**src/rtl/bcd_entry_pkg.sv**
```systemverilog
// Shared key codes, FSM state encoding and helpers for the keypad operand entry stage.
package bcd_entry_pkg;

    localparam int unsigned KEY_W = 4;

    localparam logic [KEY_W-1:0] KEY_CLR = 4'hA;
    localparam logic [KEY_W-1:0] KEY_BSP = 4'hB;
    localparam logic [KEY_W-1:0] KEY_ENT = 4'hC;

    typedef enum logic [2:0] {
        EMPTY,
        ENTRY,
        LAUNCH,
        WAIT,
        HOLD
    } state_e;

    function automatic logic is_digit(input logic [KEY_W-1:0] code);
        return code <= 4'd9;
    endfunction

endpackage

```
**src/rtl/bcd_entry_if.sv**
```systemverilog
// Keypad/converter-side bus of bcd_entry; master drives keys and converter done, slave is the entry stage.
interface bcd_entry_if #(
    parameter int unsigned NDIGITS = 4
);
    localparam int unsigned BCD_W = 4 * NDIGITS;
    localparam int unsigned CNT_W = $clog2(NDIGITS + 1);

    logic             key_valid;
    logic [3:0]       key_code;
    logic             conv_done;
    logic [BCD_W-1:0] bcd_out;
    logic [CNT_W-1:0] digit_cnt;
    logic             init;
    logic             busy;
    logic             full;
    logic             ready;
    logic             key_err;

    modport master (
        output key_valid, key_code, conv_done,
        input  bcd_out, digit_cnt, init, busy, full, ready, key_err
    );

    modport slave (
        input  key_valid, key_code, conv_done,
        output bcd_out, digit_cnt, init, busy, full, ready, key_err
    );
endinterface

```
**src/rtl/bcd_digit_buf.sv**
```systemverilog
// Packed BCD operand buffer: load first digit, shift digits in at the units end,
// drop the units digit on backspace, clear; tracks significant digit count and full.
module bcd_digit_buf #(
    parameter  int unsigned NDIGITS = 4,
    localparam int unsigned BCD_W   = 4 * NDIGITS,
    localparam int unsigned CNT_W   = $clog2(NDIGITS + 1)
) (
    input  logic             clk,
    input  logic             rst,
    input  logic             load,
    input  logic             shift_in,
    input  logic             shift_out,
    input  logic             clear,
    input  logic [3:0]       digit,
    output logic [BCD_W-1:0] bcd,
    output logic [CNT_W-1:0] cnt,
    output logic             full
);

    always_ff @(posedge clk) begin
        if (rst || clear) begin
            bcd  <= '0;
            cnt  <= '0;
            full <= 1'b0;
        end else if (load) begin
            bcd  <= BCD_W'(digit);
            cnt  <= CNT_W'(1);
            full <= (NDIGITS == 1);
        end else if (shift_in && !full) begin
            bcd  <= BCD_W'({bcd, digit});
            cnt  <= cnt + CNT_W'(1);
            full <= ((cnt + CNT_W'(1)) == CNT_W'(NDIGITS));
        end else if (shift_out && (cnt != '0)) begin
            bcd  <= bcd >> 4;
            cnt  <= cnt - CNT_W'(1);
            full <= 1'b0;
        end
    end

endmodule

```
**src/rtl/bcd_entry.sv**
```systemverilog
// Keypad operand entry FSM feeding the BCD-to-binary converter; launches with init, waits for done.
// Optional backspace editing in ENTRY is enabled by defining BCD_ENTRY_BACKSPACE_EN.
module bcd_entry
    import bcd_entry_pkg::*;
#(
    parameter int unsigned NDIGITS = 4,
    parameter int unsigned TIMEOUT = 255
) (
    input logic        clk,
    input logic        rst,
    bcd_entry_if.slave bus
);

    localparam int unsigned BCD_W = 4 * NDIGITS;
    localparam int unsigned CNT_W = $clog2(NDIGITS + 1);
    localparam int unsigned TMO_W = $clog2(TIMEOUT + 1);

    state_e           state_q, state_d;
    logic [TMO_W-1:0] tmo_q, tmo_d;
    logic             conv_done_q;
    logic             key_err_q, key_err_d;
    logic             busy_q, ready_q;
    logic             init_c;

    logic             buf_load, buf_shift_in, buf_shift_out, buf_clear;
    logic [BCD_W-1:0] bcd;
    logic [CNT_W-1:0] cnt;
    logic             full;

    logic             key_dig, key_nz, key_clr, key_ent, busy_rej;

    assign key_dig = bus.key_valid && is_digit(bus.key_code);
    assign key_nz  = key_dig && (bus.key_code != 4'd0);
    assign key_clr = bus.key_valid && (bus.key_code == KEY_CLR);
    assign key_ent = bus.key_valid && (bus.key_code == KEY_ENT);

    // Keys that draw key_err while a conversion is in flight; 0xD-0xF stay silent.
`ifdef BCD_ENTRY_BACKSPACE_EN
    assign busy_rej = bus.key_valid && (bus.key_code <= KEY_ENT);
`else
    assign busy_rej = bus.key_valid && (bus.key_code <= KEY_ENT) && (bus.key_code != KEY_BSP);
`endif

    bcd_digit_buf #(.NDIGITS(NDIGITS)) u_buf (
        .clk      (clk),
        .rst      (rst),
        .load     (buf_load),
        .shift_in (buf_shift_in),
        .shift_out(buf_shift_out),
        .clear    (buf_clear),
        .digit    (bus.key_code),
        .bcd      (bcd),
        .cnt      (cnt),
        .full     (full)
    );

    always_ff @(posedge clk) begin
        if (rst) begin
            state_q     <= EMPTY;
            tmo_q       <= '0;
            conv_done_q <= 1'b0;
            key_err_q   <= 1'b0;
            busy_q      <= 1'b0;
            ready_q     <= 1'b0;
        end else begin
            state_q     <= state_d;
            tmo_q       <= tmo_d;
            conv_done_q <= bus.conv_done;
            key_err_q   <= key_err_d;
            busy_q      <= (state_d == LAUNCH) || (state_d == WAIT);
            ready_q     <= (state_d == HOLD);
        end
    end

    always_comb begin
        state_d       = state_q;
        tmo_d         = tmo_q;
        key_err_d     = 1'b0;
        init_c        = 1'b0;
        buf_load      = 1'b0;
        buf_shift_in  = 1'b0;
        buf_shift_out = 1'b0;
        buf_clear     = 1'b0;

        case (state_q)
            EMPTY: begin
                if (key_nz) begin
                    buf_load = 1'b1;
                    state_d  = ENTRY;
                end else if (key_ent) begin
                    key_err_d = 1'b1;
                end
            end
            ENTRY: begin
                if (key_dig) begin
                    if (full) key_err_d    = 1'b1;
                    else      buf_shift_in = 1'b1;
                end else if (key_clr) begin
                    buf_clear = 1'b1;
                    state_d   = EMPTY;
                end else if (key_ent) begin
                    state_d = LAUNCH;
                end
`ifdef BCD_ENTRY_BACKSPACE_EN
                else if (bus.key_valid && (bus.key_code == KEY_BSP)) begin
                    buf_shift_out = 1'b1;
                    if (cnt == CNT_W'(1)) state_d = EMPTY;
                end
`endif
            end
            // Converter still asserting done from a previous run: hold off init.
            LAUNCH: begin
                key_err_d = busy_rej;
                if (!bus.conv_done) begin
                    init_c  = 1'b1;
                    tmo_d   = '0;
                    state_d = WAIT;
                end
            end
            WAIT: begin
                key_err_d = busy_rej;
                if (bus.conv_done && !conv_done_q) begin
                    state_d = HOLD;
                end else if ((tmo_q + TMO_W'(1)) == TMO_W'(TIMEOUT)) begin
                    key_err_d = 1'b1;
                    buf_clear = 1'b1;
                    tmo_d     = '0;
                    state_d   = EMPTY;
                end else begin
                    tmo_d = tmo_q + TMO_W'(1);
                end
            end
            HOLD: begin
                if (key_nz) begin
                    buf_load = 1'b1;
                    state_d  = ENTRY;
                end else if (key_dig || key_clr) begin
                    buf_clear = 1'b1;
                    state_d   = EMPTY;
                end else if (key_ent) begin
                    state_d = LAUNCH;
                end
            end
            default: begin
                buf_clear = 1'b1;
                state_d   = EMPTY;
            end
        endcase
    end

    assign bus.bcd_out   = bcd;
    assign bus.digit_cnt = cnt;
    assign bus.full      = full;
    assign bus.init      = init_c;
    assign bus.busy      = busy_q;
    assign bus.ready     = ready_q;
    assign bus.key_err   = key_err_q;

endmodule
```
**src/flat_wrapper.sv**
```systemverilog
// flat-port wrapper written by rule: the top's interface ports become plain ports
module bcd_entry_flat import bcd_entry_pkg::*;
#(
    parameter int unsigned NDIGITS = 4,
    parameter int unsigned TIMEOUT = 255
)
  (clk, rst, bus_key_valid, bus_key_code, bus_conv_done, bus_bcd_out, bus_digit_cnt, bus_init, bus_busy, bus_full, bus_ready, bus_key_err);
  bcd_entry_if #(.NDIGITS(NDIGITS)) bus_i ();
  input logic clk;
  input logic rst;
  input wire logic [$bits(bus_i.key_valid)-1:0] bus_key_valid;
  input wire logic [$bits(bus_i.key_code)-1:0] bus_key_code;
  input wire logic [$bits(bus_i.conv_done)-1:0] bus_conv_done;
  output wire logic [$bits(bus_i.bcd_out)-1:0] bus_bcd_out;
  output wire logic [$bits(bus_i.digit_cnt)-1:0] bus_digit_cnt;
  output wire logic [$bits(bus_i.init)-1:0] bus_init;
  output wire logic [$bits(bus_i.busy)-1:0] bus_busy;
  output wire logic [$bits(bus_i.full)-1:0] bus_full;
  output wire logic [$bits(bus_i.ready)-1:0] bus_ready;
  output wire logic [$bits(bus_i.key_err)-1:0] bus_key_err;
  assign bus_i.key_valid = bus_key_valid;
  assign bus_i.key_code = bus_key_code;
  assign bus_i.conv_done = bus_conv_done;
  assign bus_bcd_out = bus_i.bcd_out;
  assign bus_digit_cnt = bus_i.digit_cnt;
  assign bus_init = bus_i.init;
  assign bus_busy = bus_i.busy;
  assign bus_full = bus_i.full;
  assign bus_ready = bus_i.ready;
  assign bus_key_err = bus_i.key_err;
  bcd_entry #(.NDIGITS(NDIGITS), .TIMEOUT(TIMEOUT)) u_core (.clk(clk), .rst(rst), .bus(bus_i));
endmodule
```
**config.mk**
```make
export PLATFORM = sky130hd
export DESIGN_NAME = bcd_entry_flat
export DESIGN_NICKNAME = d
export VERILOG_FILES = /design/src/rtl/bcd_entry_pkg.sv /design/src/rtl/bcd_entry_if.sv /design/src/rtl/bcd_digit_buf.sv /design/src/rtl/bcd_entry.sv /design/src/flat_wrapper.sv
export SDC_FILE = /design/constraint.sdc
export NUM_CORES = 1
export LEC_CHECK = 0
export ABC_AREA = 1
export CORE_MARGIN = 3
export CORE_UTILIZATION = 40
export CTS_CLUSTER_DIAMETER = 100
export CTS_CLUSTER_SIZE = 10
export DETAILED_ROUTE_END_ITERATION = 8
export GPL_TIMING_DRIVEN = 0
export MAX_ROUTING_LAYER = met4
export PLACE_DENSITY_LB_ADDON = 0.12
export SLEW_MARGIN = 25
export SYNTH_ARGS = -nofsm -noshare
export SYNTH_HDL_FRONTEND = slang
export SYNTH_SLANG_ARGS = --single-unit
```
**constraint.sdc**
```tcl
create_clock -name clk -period 2.9 [get_ports clk]
set_clock_uncertainty 0.05 [all_clocks]
set_input_delay 0.29 -clock clk [delete_from_list [all_inputs] [get_ports clk]]
set_output_delay 0.29 -clock clk [all_outputs]
set_load 0.01 [all_outputs]
```
==> run summary <==
Status - finished, final reports clean
Register area share after synthesis - 36.7%
Initial antenna violation count - 0
Post-Route WL - 4020 µm
Crit path launch type - flip-flop
Remaining global-route overflow - 0
Fin nets - 329
CORE AREA - 0.00447 mm²
Wl on met1 - 2020 µm
CTS tree - yes
Die height - 75.0 µm
Ys async rst share - 0%
CP Capture Type - output pin
Netlist cell types - 29
Starting density of the core - 42.6%
Total number of vias - 1,764
CP top delay family - buffers and inverters
Routed WL per cell - 10.9 µm
Buf/Inv on CP - 2
R2R cell count - 11
Vias per Instance - 4.77
Maxcap violations - 0
Clock Latency Late Sink - 290 ps
Crit path max fanout - 5
Met2 WL post-DR - 1780 µm
GRT Total Usage - 15.9%
Post-CTS Setup Inserts - 0
Post-synthesis average cell area - 6.83 µm²
Proportion of layout cells with a drive suffix above 1 - 14.8%
Worst path cell trace - nand2_4 > nor2_1 > nand2_1 > inv_1 > clkdlybuf4s50_1
Vias in the first global route - 1,565
EDFF count, synth - 0
I/O Buffers - 31
Die area - 0.00563 mm²
H-Tree Depth - 2
Post-layout minimum cycle time - 1980 ps
Most frequent cells in the layout - nand2_1, inv_1, dfxtp_1
VDD IR max - 0.294 mV
Final hold violations - 0
1st-iter DRT viols - 75
Commonest non-fill, non-tap cell in the layout - nand2_1
Commonest register cell after synthesis - dfxtp_1
Slowest cell on crit path - clkdlybuf4s50_1
Worst-margin pin slew - 462 ps
Antenna Cells - 0
Max-slew violations - 0
First-pass GRT wire length - 6760 µm
Setup TNS Final - 0 ps
Leak - 0.973 nW
Placement Rows - 24
Worst hold path type - reg -> reg
Syn Nets - 291
Pin count of the biggest net entering global routing - 13
GPL Wtd Cong - 0.818
RSZ-0062 raised after global routing - no
Synth Instances - 279
Crit Path Category - reg -> out
CP peak stage delay - 530 ps
Root buf cell - clkbuf_8
Fmax - 0.504 GHz
Layout Area Growth over Synthesis - 25.6%
Clock Sinks - 35
Clock slew at reported path FFs - 80 ps
WP data required - 2560 ps
Hold_buf cts - 0
I/O Pins - 32
Synthesized cell area - 0.00191 mm²
Total stage count of the critical path - 5
#FFs+latches synth - 35
Layout fillers - 466
Top sig layer - met4
Clock buffer depth - 2
Synthesis Warnings - 0
Hold path depth - 2
Period utilization - 68.4%
Routed Antenna Nets - 0
Post-CTS Resized - 0
Drt first pass iters - 4
Final Setup Violations - 0
Total power - 1.03 mW
Power Density - 430 mW/mm²
Die width - 75.0 µm
Critical Path AT - 1640 ps
CTS buffer count - 5
Dpl hpwl - 3080 µm
Met3 wire len - 173 µm
Relative slew slack - 69.2%
DRC - 0
area by class of cell:
class / count / area, µm² / share of cell area [%]
sequential: 35 / 701 / 29.3
multi-input combinational: 196 / 1010 / 42.1
timing repair buffer: 31 / 310 / 13.0
buffer: 4 / 33.8 / 1.41
inverter: 44 / 165 / 6.90
tap: 52 / 65.1 / 2.72
clock buffer: 5 / 68.8 / 2.87
clock inverter: 3 / 43.8 / 1.83
cell usage after synthesis (all sizes together), types with 3 or more instances:
library cell  instances  area (µm²)
nand2                91         362
inv                  44         165
nor2                 41         214
dfxtp                35         701
a21oi                19         106
nand3                18         130
o21ai                 9        45.0
ha                    4        50.1
buf                   3        30.0
state kept, by name, summed over array words and instances, names as in the netlist:
register,count
u_core.bus.busy,1
u_core.bus.key_err,1
u_core.bus.ready,1
u_core.u_buf.full,1
u_core.tmo_q,8
u_core.state_q,3
u_core.u_buf.cnt,3
u_core.conv_done_q,1
u_core.u_buf.bcd,16
path summary, 6_finish.rpt:
path / to / slack [ps] / startpoint
worst min register to register: u_core.tmo_q[7] / 430 / u_core.tmo_q[7]
worst min-delay path: u_core.tmo_q[7] / 430 / u_core.tmo_q[7]
worst max register to register: u_core.u_buf.cnt[1] / 1070 / u_core.tmo_q[1]
worst max-delay path: bus_init / 920 / u_core.state_q[1]
routing by layer:
| metal | vias to the layer above | track usage [%] |
|---|---|---|
| met3 | 5 | 4.01 |
| met5 | - | - |
| met2 | 37 | 24.7 |
| met1 | 776 | 20.5 |
| met4 | 0 | 4.15 |
| li1 | 946 | - |
worst min-delay path: cells and delay by family, from the launching register on:
family	cells	cell delay [ps]
DFF	1	320
and+or+nand+nor	1	60
AOI/OAI and AO/OA	1	50
stage by stage:
step,util [%],hold WS (ps),instances,worst slack (ps),instance area [µm²]
after floorplan,-,309,279,1280,1910
after global placement,51.0,420,362,853,2280
after detailed placement,51.0,425,362,840,2280
after CTS,53.5,436,370,897,2390
after global routing,53.5,469,370,818,2390
final,53.5,432,370,916,2390
report_power, final:
group / leakage [nW] / internal (mW) / switching (mW) / total [mW]
Clock: 0.0581 / 0.256 / 0.192 / 0.448
Combinational: 0.632 / 0.0372 / 0.0515 / 0.0886
Sequential: 0.283 / 0.487 / 0.00681 / 0.494
logic make-up after synthesis:
logic type	Yosys count	synth area share, %
DFF	35	36.7
buffers and inverters	48	10.4
xor gates and xnor gates	1	0.459
and+or+nand+nor	156	38.9
adders and majority gates	4	2.62
AOI/OAI and AO/OA	35	10.8
Power figures use the tool's default switching activity.
